<file path="src/rtl/ar429_pkg.sv">
// Shared ARINC 429 definitions: rate codes, field widths, FSM encoding,
// phase-length lookup and word assembly used by the transmit and receive paths.
package ar429_pkg;

  localparam logic [1:0] AR_MODE_NONE = 2'd0;
  localparam logic [1:0] AR_MODE_12_5 = 2'd1;
  localparam logic [1:0] AR_MODE_50   = 2'd2;
  localparam logic [1:0] AR_MODE_100  = 2'd3;

  localparam int AR_WORD_W   = 32;
  localparam int AR_ADR_W    = 8;
  localparam int AR_DAT_W    = 23;
  localparam int AR_PHASE_W  = 12;
  localparam int AR_BITCNT_W = 6;

  typedef enum logic [1:0] {
    TX_IDLE = 2'd0,
    TX_HIGH = 2'd1,
    TX_NULL = 2'd2,
    TX_GAP  = 2'd3
  } tx_state_e;

  // Half-bit length in clocks (P = Fclk / line rate); zero for an invalid code.
  function automatic logic [AR_PHASE_W-1:0] ar_period(
    input logic [1:0]  mode,
    input int unsigned fclk,
    input int unsigned v100,
    input int unsigned v50,
    input int unsigned v12
  );
    int unsigned p;
    case (mode)
      AR_MODE_100:  p = fclk / v100;
      AR_MODE_50:   p = fclk / v50;
      AR_MODE_12_5: p = fclk / v12;
      default:      p = 32'd0;
    endcase
    return p[AR_PHASE_W-1:0];
  endfunction

  // Parity bit that makes the full 32-bit word carry an odd number of ones.
  function automatic logic ar_odd_parity(input logic [AR_WORD_W-1:1] payload);
    return ~^payload;
  endfunction

  // Label in the top byte MSB first, data LSB first below it, parity in bit 0.
  function automatic logic [AR_WORD_W-1:0] ar_build_word(
    input logic [AR_ADR_W-1:0] adr,
    input logic [AR_DAT_W-1:0] dat
  );
    logic [AR_WORD_W-1:0] w;
    w = {adr, 24'd0};
    for (int k = 0; k < AR_DAT_W; k++) begin
      w[AR_DAT_W-k] = dat[k];
    end
    w[0] = ar_odd_parity(w[AR_WORD_W-1:1]);
    return w;
  endfunction

endpackage

</file>
<file path="src/rtl/ar_txd_if.sv">
// Transmit request/line bundle between a word source and the ARINC 429 transmitter.
interface ar_txd_if;

  logic        st;
  logic [1:0]  mode;
  logic [7:0]  sr_adr;
  logic [22:0] sr_dat;
  logic        txd1;
  logic        txd0;
  logic        busy;
  logic        ce_tx;

  modport master (
    output st, mode, sr_adr, sr_dat,
    input  txd1, txd0, busy, ce_tx
  );

  modport slave (
    input  st, mode, sr_adr, sr_dat,
    output txd1, txd0, busy, ce_tx
  );

endinterface

</file>
<file path="src/rtl/ar_phase_timer.sv">
// Down-counter that times one HIGH/NULL/gap phase; reloads to P-1 on load_i
// and parks at zero, where phase_end_o marks the final cycle of the phase.
module ar_phase_timer
  import ar429_pkg::*;
(
  input  logic                  clk,
  input  logic                  rst_n,
  input  logic                  load_i,
  input  logic [AR_PHASE_W-1:0] period_i,
  output logic                  phase_end_o,
  output logic                  pre_end_o
);

  logic [AR_PHASE_W-1:0] cnt_q;
  logic [AR_PHASE_W-1:0] cnt_d;

  // Next count: reload, decrement, or hold at zero.
  always_comb begin
    cnt_d = cnt_q;
    if (load_i) begin
      cnt_d = period_i - 12'd1;
    end else if (cnt_q != 12'd0) begin
      cnt_d = cnt_q - 12'd1;
    end else begin
      cnt_d = cnt_q;
    end
  end

  // Counter register with synchronous reset.
  always_ff @(posedge clk) begin
    if (!rst_n) begin
      cnt_q <= 12'd0;
    end else begin
      cnt_q <= cnt_d;
    end
  end

  assign phase_end_o = (cnt_q == 12'd0);
  assign pre_end_o   = (cnt_q == 12'd1);

endmodule

</file>
<file path="src/rtl/ar_txd.sv">
// ARINC 429 word transmitter: captures label/data on a start strobe and sends the
// parity-completed word as return-to-zero pulses on txd1/txd0, followed by a null gap.
module ar_txd
  import ar429_pkg::*;
#(
  parameter int unsigned Fclk     = 50000000,
  parameter int unsigned V100kb   = 100000,
  parameter int unsigned V50kb    = 50000,
  parameter int unsigned V12_5kb  = 12500,
  parameter int unsigned GAP_BITS = 4
) (
  input logic     clk,
  input logic     rst_n,
  ar_txd_if.slave bus
);

  localparam logic [AR_BITCNT_W-1:0] LAST_BIT = 6'd31;
  localparam logic [AR_BITCNT_W-1:0] LAST_GAP = AR_BITCNT_W'(2 * GAP_BITS - 1);

  tx_state_e              state_q, state_d;
  logic [AR_WORD_W-1:0]   shift_q, shift_d;
  logic [AR_BITCNT_W-1:0] bit_cnt_q, bit_cnt_d;
  logic [1:0]             mode_q, mode_d;
  logic                   txd1_q, txd1_d;
  logic                   txd0_q, txd0_d;
  logic                   busy_q, busy_d;
  logic                   ce_tx_q, ce_tx_d;

  logic                   start_s;
  logic                   load_s;
  logic [AR_PHASE_W-1:0]  period_s;
  logic                   phase_end_s;
  logic                   pre_end_s;

  assign start_s = (state_q == TX_IDLE) && bus.st && (bus.mode != AR_MODE_NONE);

  ar_phase_timer u_phase_timer (
    .clk         (clk),
    .rst_n       (rst_n),
    .load_i      (load_s),
    .period_i    (period_s),
    .phase_end_o (phase_end_s),
    .pre_end_o   (pre_end_s)
  );

  // State, datapath and output registers.
  always_ff @(posedge clk) begin
    if (!rst_n) begin
      state_q   <= TX_IDLE;
      shift_q   <= 32'd0;
      bit_cnt_q <= 6'd0;
      mode_q    <= AR_MODE_NONE;
      txd1_q    <= 1'b0;
      txd0_q    <= 1'b0;
      busy_q    <= 1'b0;
      ce_tx_q   <= 1'b0;
    end else begin
      state_q   <= state_d;
      shift_q   <= shift_d;
      bit_cnt_q <= bit_cnt_d;
      mode_q    <= mode_d;
      txd1_q    <= txd1_d;
      txd0_q    <= txd0_d;
      busy_q    <= busy_d;
      ce_tx_q   <= ce_tx_d;
    end
  end

  // Next state; the bit counter is reused to count gap phases.
  always_comb begin
    state_d   = state_q;
    shift_d   = shift_q;
    bit_cnt_d = bit_cnt_q;
    mode_d    = mode_q;
    load_s    = 1'b0;
    period_s  = ar_period(mode_q, Fclk, V100kb, V50kb, V12_5kb);
    case (state_q)
      TX_IDLE: begin
        if (start_s) begin
          state_d   = TX_HIGH;
          shift_d   = ar_build_word(bus.sr_adr, bus.sr_dat);
          bit_cnt_d = 6'd0;
          mode_d    = bus.mode;
          period_s  = ar_period(bus.mode, Fclk, V100kb, V50kb, V12_5kb);
          load_s    = 1'b1;
        end else begin
          state_d = TX_IDLE;
        end
      end
      TX_HIGH: begin
        if (phase_end_s) begin
          state_d = TX_NULL;
          load_s  = 1'b1;
        end else begin
          state_d = TX_HIGH;
        end
      end
      TX_NULL: begin
        if (phase_end_s && (bit_cnt_q == LAST_BIT)) begin
          state_d   = TX_GAP;
          bit_cnt_d = 6'd0;
          load_s    = 1'b1;
        end else if (phase_end_s) begin
          state_d   = TX_HIGH;
          bit_cnt_d = bit_cnt_q + 6'd1;
          shift_d   = {shift_q[AR_WORD_W-2:0], 1'b0};
          load_s    = 1'b1;
        end else begin
          state_d = TX_NULL;
        end
      end
      TX_GAP: begin
        if (phase_end_s && (bit_cnt_q == LAST_GAP)) begin
          state_d = TX_IDLE;
        end else if (phase_end_s) begin
          bit_cnt_d = bit_cnt_q + 6'd1;
          load_s    = 1'b1;
        end else begin
          state_d = TX_GAP;
        end
      end
      default: begin
        state_d = TX_IDLE;
      end
    endcase
  end

  // Outputs follow the next state so they are registered yet aligned with it.
  always_comb begin
    txd1_d  = 1'b0;
    txd0_d  = 1'b0;
    busy_d  = 1'b0;
    ce_tx_d = 1'b0;
    if (state_d == TX_HIGH) begin
      txd1_d = shift_d[AR_WORD_W-1];
      txd0_d = ~shift_d[AR_WORD_W-1];
    end else begin
      txd1_d = 1'b0;
      txd0_d = 1'b0;
    end
    if (state_d != TX_IDLE) begin
      busy_d = 1'b1;
    end else begin
      busy_d = 1'b0;
    end
    if ((state_q == TX_GAP) && (bit_cnt_q == LAST_GAP) && pre_end_s) begin
      ce_tx_d = 1'b1;
    end else begin
      ce_tx_d = 1'b0;
    end
  end

  assign bus.txd1  = txd1_q;
  assign bus.txd0  = txd0_q;
  assign bus.busy  = busy_q;
  assign bus.ce_tx = ce_tx_q;

endmodule

</file>
<file path="src/flat_wrapper.sv">
// flat-port wrapper written by rule: the top's interface ports become plain ports
module ar_txd_flat import ar429_pkg::*;
#(
  parameter int unsigned Fclk     = 50000000,
  parameter int unsigned V100kb   = 100000,
  parameter int unsigned V50kb    = 50000,
  parameter int unsigned V12_5kb  = 12500,
  parameter int unsigned GAP_BITS = 4
)
  (clk, rst_n, bus_st, bus_mode, bus_sr_adr, bus_sr_dat, bus_txd1, bus_txd0, bus_busy, bus_ce_tx);
  ar_txd_if bus_i ();
  input logic clk;
  input logic rst_n;
  input wire logic [$bits(bus_i.st)-1:0] bus_st;
  input wire logic [$bits(bus_i.mode)-1:0] bus_mode;
  input wire logic [$bits(bus_i.sr_adr)-1:0] bus_sr_adr;
  input wire logic [$bits(bus_i.sr_dat)-1:0] bus_sr_dat;
  output wire logic [$bits(bus_i.txd1)-1:0] bus_txd1;
  output wire logic [$bits(bus_i.txd0)-1:0] bus_txd0;
  output wire logic [$bits(bus_i.busy)-1:0] bus_busy;
  output wire logic [$bits(bus_i.ce_tx)-1:0] bus_ce_tx;
  assign bus_i.st = bus_st;
  assign bus_i.mode = bus_mode;
  assign bus_i.sr_adr = bus_sr_adr;
  assign bus_i.sr_dat = bus_sr_dat;
  assign bus_txd1 = bus_i.txd1;
  assign bus_txd0 = bus_i.txd0;
  assign bus_busy = bus_i.busy;
  assign bus_ce_tx = bus_i.ce_tx;
  ar_txd #(.Fclk(Fclk), .V100kb(V100kb), .V50kb(V50kb), .V12_5kb(V12_5kb), .GAP_BITS(GAP_BITS)) u_core (.clk(clk), .rst_n(rst_n), .bus(bus_i));
endmodule
</file>
<file path="config.mk">
export PLATFORM = sky130hd
export DESIGN_NAME = ar_txd_flat
export DESIGN_NICKNAME = d
export VERILOG_FILES = /design/src/rtl/ar429_pkg.sv /design/src/rtl/ar_txd_if.sv /design/src/rtl/ar_phase_timer.sv /design/src/rtl/ar_txd.sv /design/src/flat_wrapper.sv
export SDC_FILE = /design/constraint.sdc
export NUM_CORES = 1
export LEC_CHECK = 0
export BUFFER_PORTS_ARGS = -buffer_cell sky130_fd_sc_hd__buf_2
export CAP_MARGIN = 0
export CORE_UTILIZATION = 30
export DETAILED_ROUTE_END_ITERATION = 7
export PLACE_DENSITY = 0.57
export SLEW_MARGIN = 20
export SYNTH_ARGS = -nofsm -noshare
export SYNTH_HDL_FRONTEND = slang
export SYNTH_SLANG_ARGS = --single-unit
</file>
<file path="constraint.sdc">
create_clock -name clk -period 2.17 [get_ports clk]
set_input_delay 0.1085 -clock clk [delete_from_list [all_inputs] [get_ports clk]]
set_output_delay 0.1085 -clock clk [all_outputs]
set_load 0.01 [all_outputs]
</file>
After elaboration in Yosys (flattened, before gate mapping)
Index checks and enable logic that the tools add are counted.

cells by class
  add/sub/neg operators = 3
  reductions and logical operators = 19
  bitwise gates (word level) = 1
  muxes and demuxes = 29
  equality and inequality tests = 17

operator list
  kind                   number
  $mux 32                3
  $pmux 12 s3            2
  $pmux 32 s2            1
  $mux 12                4
  $reduce_xnor 31->1     1
  $mux 6                 4
  $sub 12x1->12 const B  2
  $pmux 6 s3             1
  $eq 12x1->1 const B    1
  $eq 2x2->1 const B     6
  $logic_not 12->1       1
  $reduce_bool 12->1     1
  $mux 2                 5
  $eq 2x1->1 const B     4
  $pmux 2 s4             1
  $reduce_bool 2->1      4
  $mux 1                 7
  $add 6x1->6 const B    1
  $eq 6x3->1 const B     1
  $eq 6x5->1 const B     1
  $logic_and 1x1->1      6
  $ne 2x1->1 const B     2
  $ne 2x2->1 const B     2
  $pmux 1 s4             1
  6 further kinds        7

storage, ports and cells
  bits in registers = 58
  output and inout port bits = 4
  input port bits = 36

Longest topological paths before layout
  depth after elaboration = 7
  mapped depth = 11

By module
Synthesis repeated with hierarchy kept, for this count alone.

unflattened totals
  cells, all modules = 442
  area, all modules = 3714.8 sq um

by module, submodules not included
  module          seq. area each (sq um)  cells each  times used  area each (sq um)
  ar_txd          920.9                   328         1           2803.9
  ar_phase_timer  240.2                   114         1           910.9

Worst setup path before layout
No wires, ideal clock.

  path kind = register to register
  start = register u_core.state_q[1]
  end = register u_core.u_phase_timer.cnt_q[11]
  path buffers = 3
  cell stages (with the launch flop) = 11
  library setup time = 0.118 ns
  path slack = -0.092 ns
  arrival time = 2.145 ns
  cell sequence = dfxtp_1 > buf_6 > or4b_1 > buf_6 > buf_2 > nand2_1 > and2_1 > ha_1 > nor2b_1 > o311ai_1 > o2111a_1

on the way
  cells in the longest elaborated chain, start to end = 7
  elaborated cells between the ends (all ways) = 13
  those cells by class = add/sub (1); eq/ne (3); mux (5); reduce/logical (4)

ends and longest elaborated chain
  item                            RTL line                    RTL
  start: declaration              ar_txd.sv:20                tx_state_e state_q, state_d;
  start signal: assignment        ar_txd.sv:58                state_q <= state_d;
  $logic_not 2->1                 ar_txd.sv:35, ar_txd.sv:77
  $logic_and 1x1->1 (2 in a row)  ar_txd.sv:35                assign start_s = (state_q == TX_IDLE) && bus.st && (bus.mode != AR_MODE_NONE);
  $mux 12                         ar_txd.sv:79                if (start_s) begin
  $mux 12                         ar_txd.sv:77                case (state_q)
  $sub 12x1->12                   ar_phase_timer.sv:21        cnt_d = period_i - 12'd1;
  $mux 12                         ar_phase_timer.sv:20        if (load_i) begin
  end signal: assignment          ar_phase_timer.sv:34        cnt_q <= cnt_d;
  end: declaration                ar_phase_timer.sv:14        logic [AR_PHASE_W-1:0] cnt_q;

Several ways; a longest one is shown, not always the timed one.
A chain may end at the register's enable or synchronous reset.

Worst setup path after layout
  start = register u_core.state_q[0]
  end = register u_core.u_phase_timer.cnt_q[11]

The elaborated chain is that of the path after synthesis.

==> results.yml <==
synthesis:
  ys_ff_latch: 58
  syn_nets: 431
  postSynthAreaPerCell_sq_um: 8.91
  yosys_most_used_dff: "dfxtp_1"
  synthArstFlopShare: 0
  ys_seq_area_frac: 0.347
  syn_inst: 375
  ys_warn_count: 0
  netlist_area_sq_um: 3340
  synth_cell_types: 58
  synth_edf_count: 0
floorplan:
  die_w_um: 108
  row_count: 38
  start_util: 0.308
  core-area_sq_um: 10800
  die_h_um: 108
  die_area_sq_um: 11600
  pin_count: 40
setup_path:
  critical_path_buf_inv_count: 1
  crit_chain: "nor4b_4, buf_4, mux2i_4, ha_4, nand2b_4, o311ai_1, o2111a_1"
  path_max_fanout: 6
  crit_type: "reg -> reg"
  rrSetupSlack_ns: 0.08
  cp_slowest_cell: "dfxtp_1"
  max_stage_delay_ns: 0.38
  critical_path_arrival_ns: 2.38
  critPathLaunchType: "register"
  cp.required_ns: 2.46
  end_kind: "register"
  cp_top_family: "compound AO/OA/AOI/OAI gates"
sta:
  final-hold-violation-count: 0
  final.period_utilization: 0.965
  fin_ws_ns: 0.0768
  fmax_mhz: 478
  relSlewSlack: 0.683
  fin_crit_ns: 2.09
  finalMaxSlewViolations: 0
  tightest_slew_ns: 0.468
  setup_violations: 0
  skew_ns: 0.0107
placed_design:
  dp_cells: 553
  placed_cell_area_sq_um: 3820
  place_congestion: 0.770
  pre_cts_slack_ns: -0.0918
  dp_hpwl_mm: 5.78
  io_buffers: 39
detailed_routing:
  dr.pass1.iters: 4
  wl_mm: 7.95
  drt-initial-drc-count: 141
  route.detailed.drc: 0
  wl_per_cell_um: 13.8
  viasPerCell: 4.93
  vias: 2833
  detail-route-antenna-nets: 0
clocking:
  htreeDepth: 3
  postCtsHoldBufs: 0
  cts_sinks: 58
  clk_latency_ns: 0.35
  clk_path_buf_depth: 2
  cts_tree: "yes"
  clk_pin_slew_ns: 0.07
  cts_made_buffers: 9
  root_buffer: "clkbuf_8"
power_and_ir_drop:
  power_mw: 3.65
  ir_drop_uv: 346
  power_per_cell_area_nw_per_um2: 883
  p_leak_nw: 1.62
final_layout:
  stdcell_count: 575
  n_antenna_cell: 0
  multiInputGateArea_sq_um: 2090
  post_route_cells_drive_above_1_share: 0.237
  final_core_util: 0.381
  n_fill_cell: 1120
  nets: 486
  fin_area_sq_um: 4130
  area_delta_synth_final_pct: 23.7
  seq_area_sq_um: 1160
grt:
  antenna_found_initial: 0
  grt_max_degree: 35
  overflow: 0
  grt_pass1_wl_mm: 13.1
  grt_pass1_vias: 2779
  track_usage: 0.145
run:
  drv_cap: 0
status:
  status: "complete, no violations"
min_path:
  hp-class: "in -> reg"
[path summary, 6_finish.rpt]
check,from,endpoint,depth (start not counted)
setup / recovery,u_core.state_q[0]$_SDFF_PN0_,u_core.u_phase_timer.cnt_q[11]$_SDFFE_PN0P_,7
hold / removal,bus_sr_dat[15],u_core.shift_q[8]$_SDFFE_PN0P_,3
setup reg to reg,u_core.state_q[0]$_SDFF_PN0_,u_core.u_phase_timer.cnt_q[11]$_SDFFE_PN0P_,7
hold reg to reg,u_core.shift_q[14]$_SDFFE_PN0P_,u_core.shift_q[14]$_SDFFE_PN0P_,2
[cell type report]
cell class              count  share of cell area
multi-input cells         283               0.507
inverters                  12              0.0109
clock inverters             6              0.0218
well taps                 140              0.0424
clock buffers              10              0.0333
flip-flops and latches     58               0.281
repair buffers             66               0.104
[registers in the layout, summed over array words and instances, names as in the netlist]
register	count
u_core.shift_q	32
u_core.u_phase_timer.cnt_q	12
u_core.bit_cnt_q	6
u_core.mode_q	2
u_core.state_q	2
u_core.bus.busy	1
u_core.bus.ce_tx	1
u_core.bus.txd0	1
u_core.bus.txd1	1
[layout by cell type, fill, tap and decap left out, types with 5 or more instances in the layout]
cell,count
dfxtp_1,58
nand2_1,44
nand3_1,6
a21oi_1,41
xor2_1,7
buf_2,39
inv_1,11
mux2i_1,5
nor3_1,10
xnor2_1,29
clkbuf_8,10
buf_4,23
ha_1,18
a22oi_1,30
nor2_1,17
a211oi_1,8
nand2b_1,5
[metrics by stage]
stage          hold WS (ns)   TNS, ns
6_report             0.0799         0
3_3_place_gp          0.414   -0.0750
3_5_place_dp          0.430    -0.135
5_1_grt              0.0850  -0.00430
4_1_cts              0.0646         0
2_1_floorplan         0.244   -0.0218
[power breakdown]
group          total [mW]  internal, mW  leakage (nW)  switching (mW)
Clock                1.13         0.679         0.112           0.454
Sequential           1.33          1.20         0.476           0.130
Combinational        1.18         0.593          1.03           0.590
[worst register-to-register path, stage by stage, from the launching register on]
cell and delay, ns:
dfxtp_1 0.38, nor4b_4 0.34, buf_4 0.18, mux2i_4 0.30, ha_4 0.19, nand2b_4 0.07, o311ai_1 0.34, o2111a_1 0.23
[per-layer routing]
metal / global-route usage / part of all wire / up-vias / wire [um]
met5: 0 / 0 / - / 0
met4: 0.0431 / 0.012 / 0 / 98
met3: 0.0418 / 0.045 / 8 / 359
met2: 0.246 / 0.49 / 62 / 3880
met1: 0.178 / 0.45 / 1317 / 3620
li1: - / - / 1446 / -
[kinds of logic after synthesis]
| logic type | count (synthesis) | synth area share |
|---|---|---|
| xor gates and xnor gates | 40 | 0.121 |
| AOI/OAI and AO/OA | 105 | 0.216 |
| adders and majority gates | 20 | 0.0749 |
| DFF | 58 | 0.347 |
| and+or+nand+nor | 110 | 0.169 |
| muxes | 8 | 0.0258 |
| buffers and inverters | 34 | 0.0453 |
[what timing repair did]
item                                    CTS  global route
endpoints found under the hold margin     0             0
setup buffers                             0             6
endpoints found under the setup margin    1            44
resized for setup                         1             8
pin swaps                                 0             1
[cell usage after synthesis (all sizes together), types with 4 or more instances]
cell type	n	share of area
and2	4	0.0075
nor3	11	0.016
xnor3	4	0.027
nor4	5	0.011
nand2b	6	0.013
xnor2	29	0.076
clkbuf	12	0.013
a22oi	30	0.067
nand3	6	0.0090
inv	11	0.012
buf	10	0.018
ha	20	0.075
nand2	44	0.049
nor2	18	0.020
xor2	7	0.018
dfxtp	58	0.35
mux2i	6	0.018
o21ai	4	0.0071
a21oi	42	0.064
a211oi	8	0.018
Note: power is estimated with default switching activity, not from simulation.
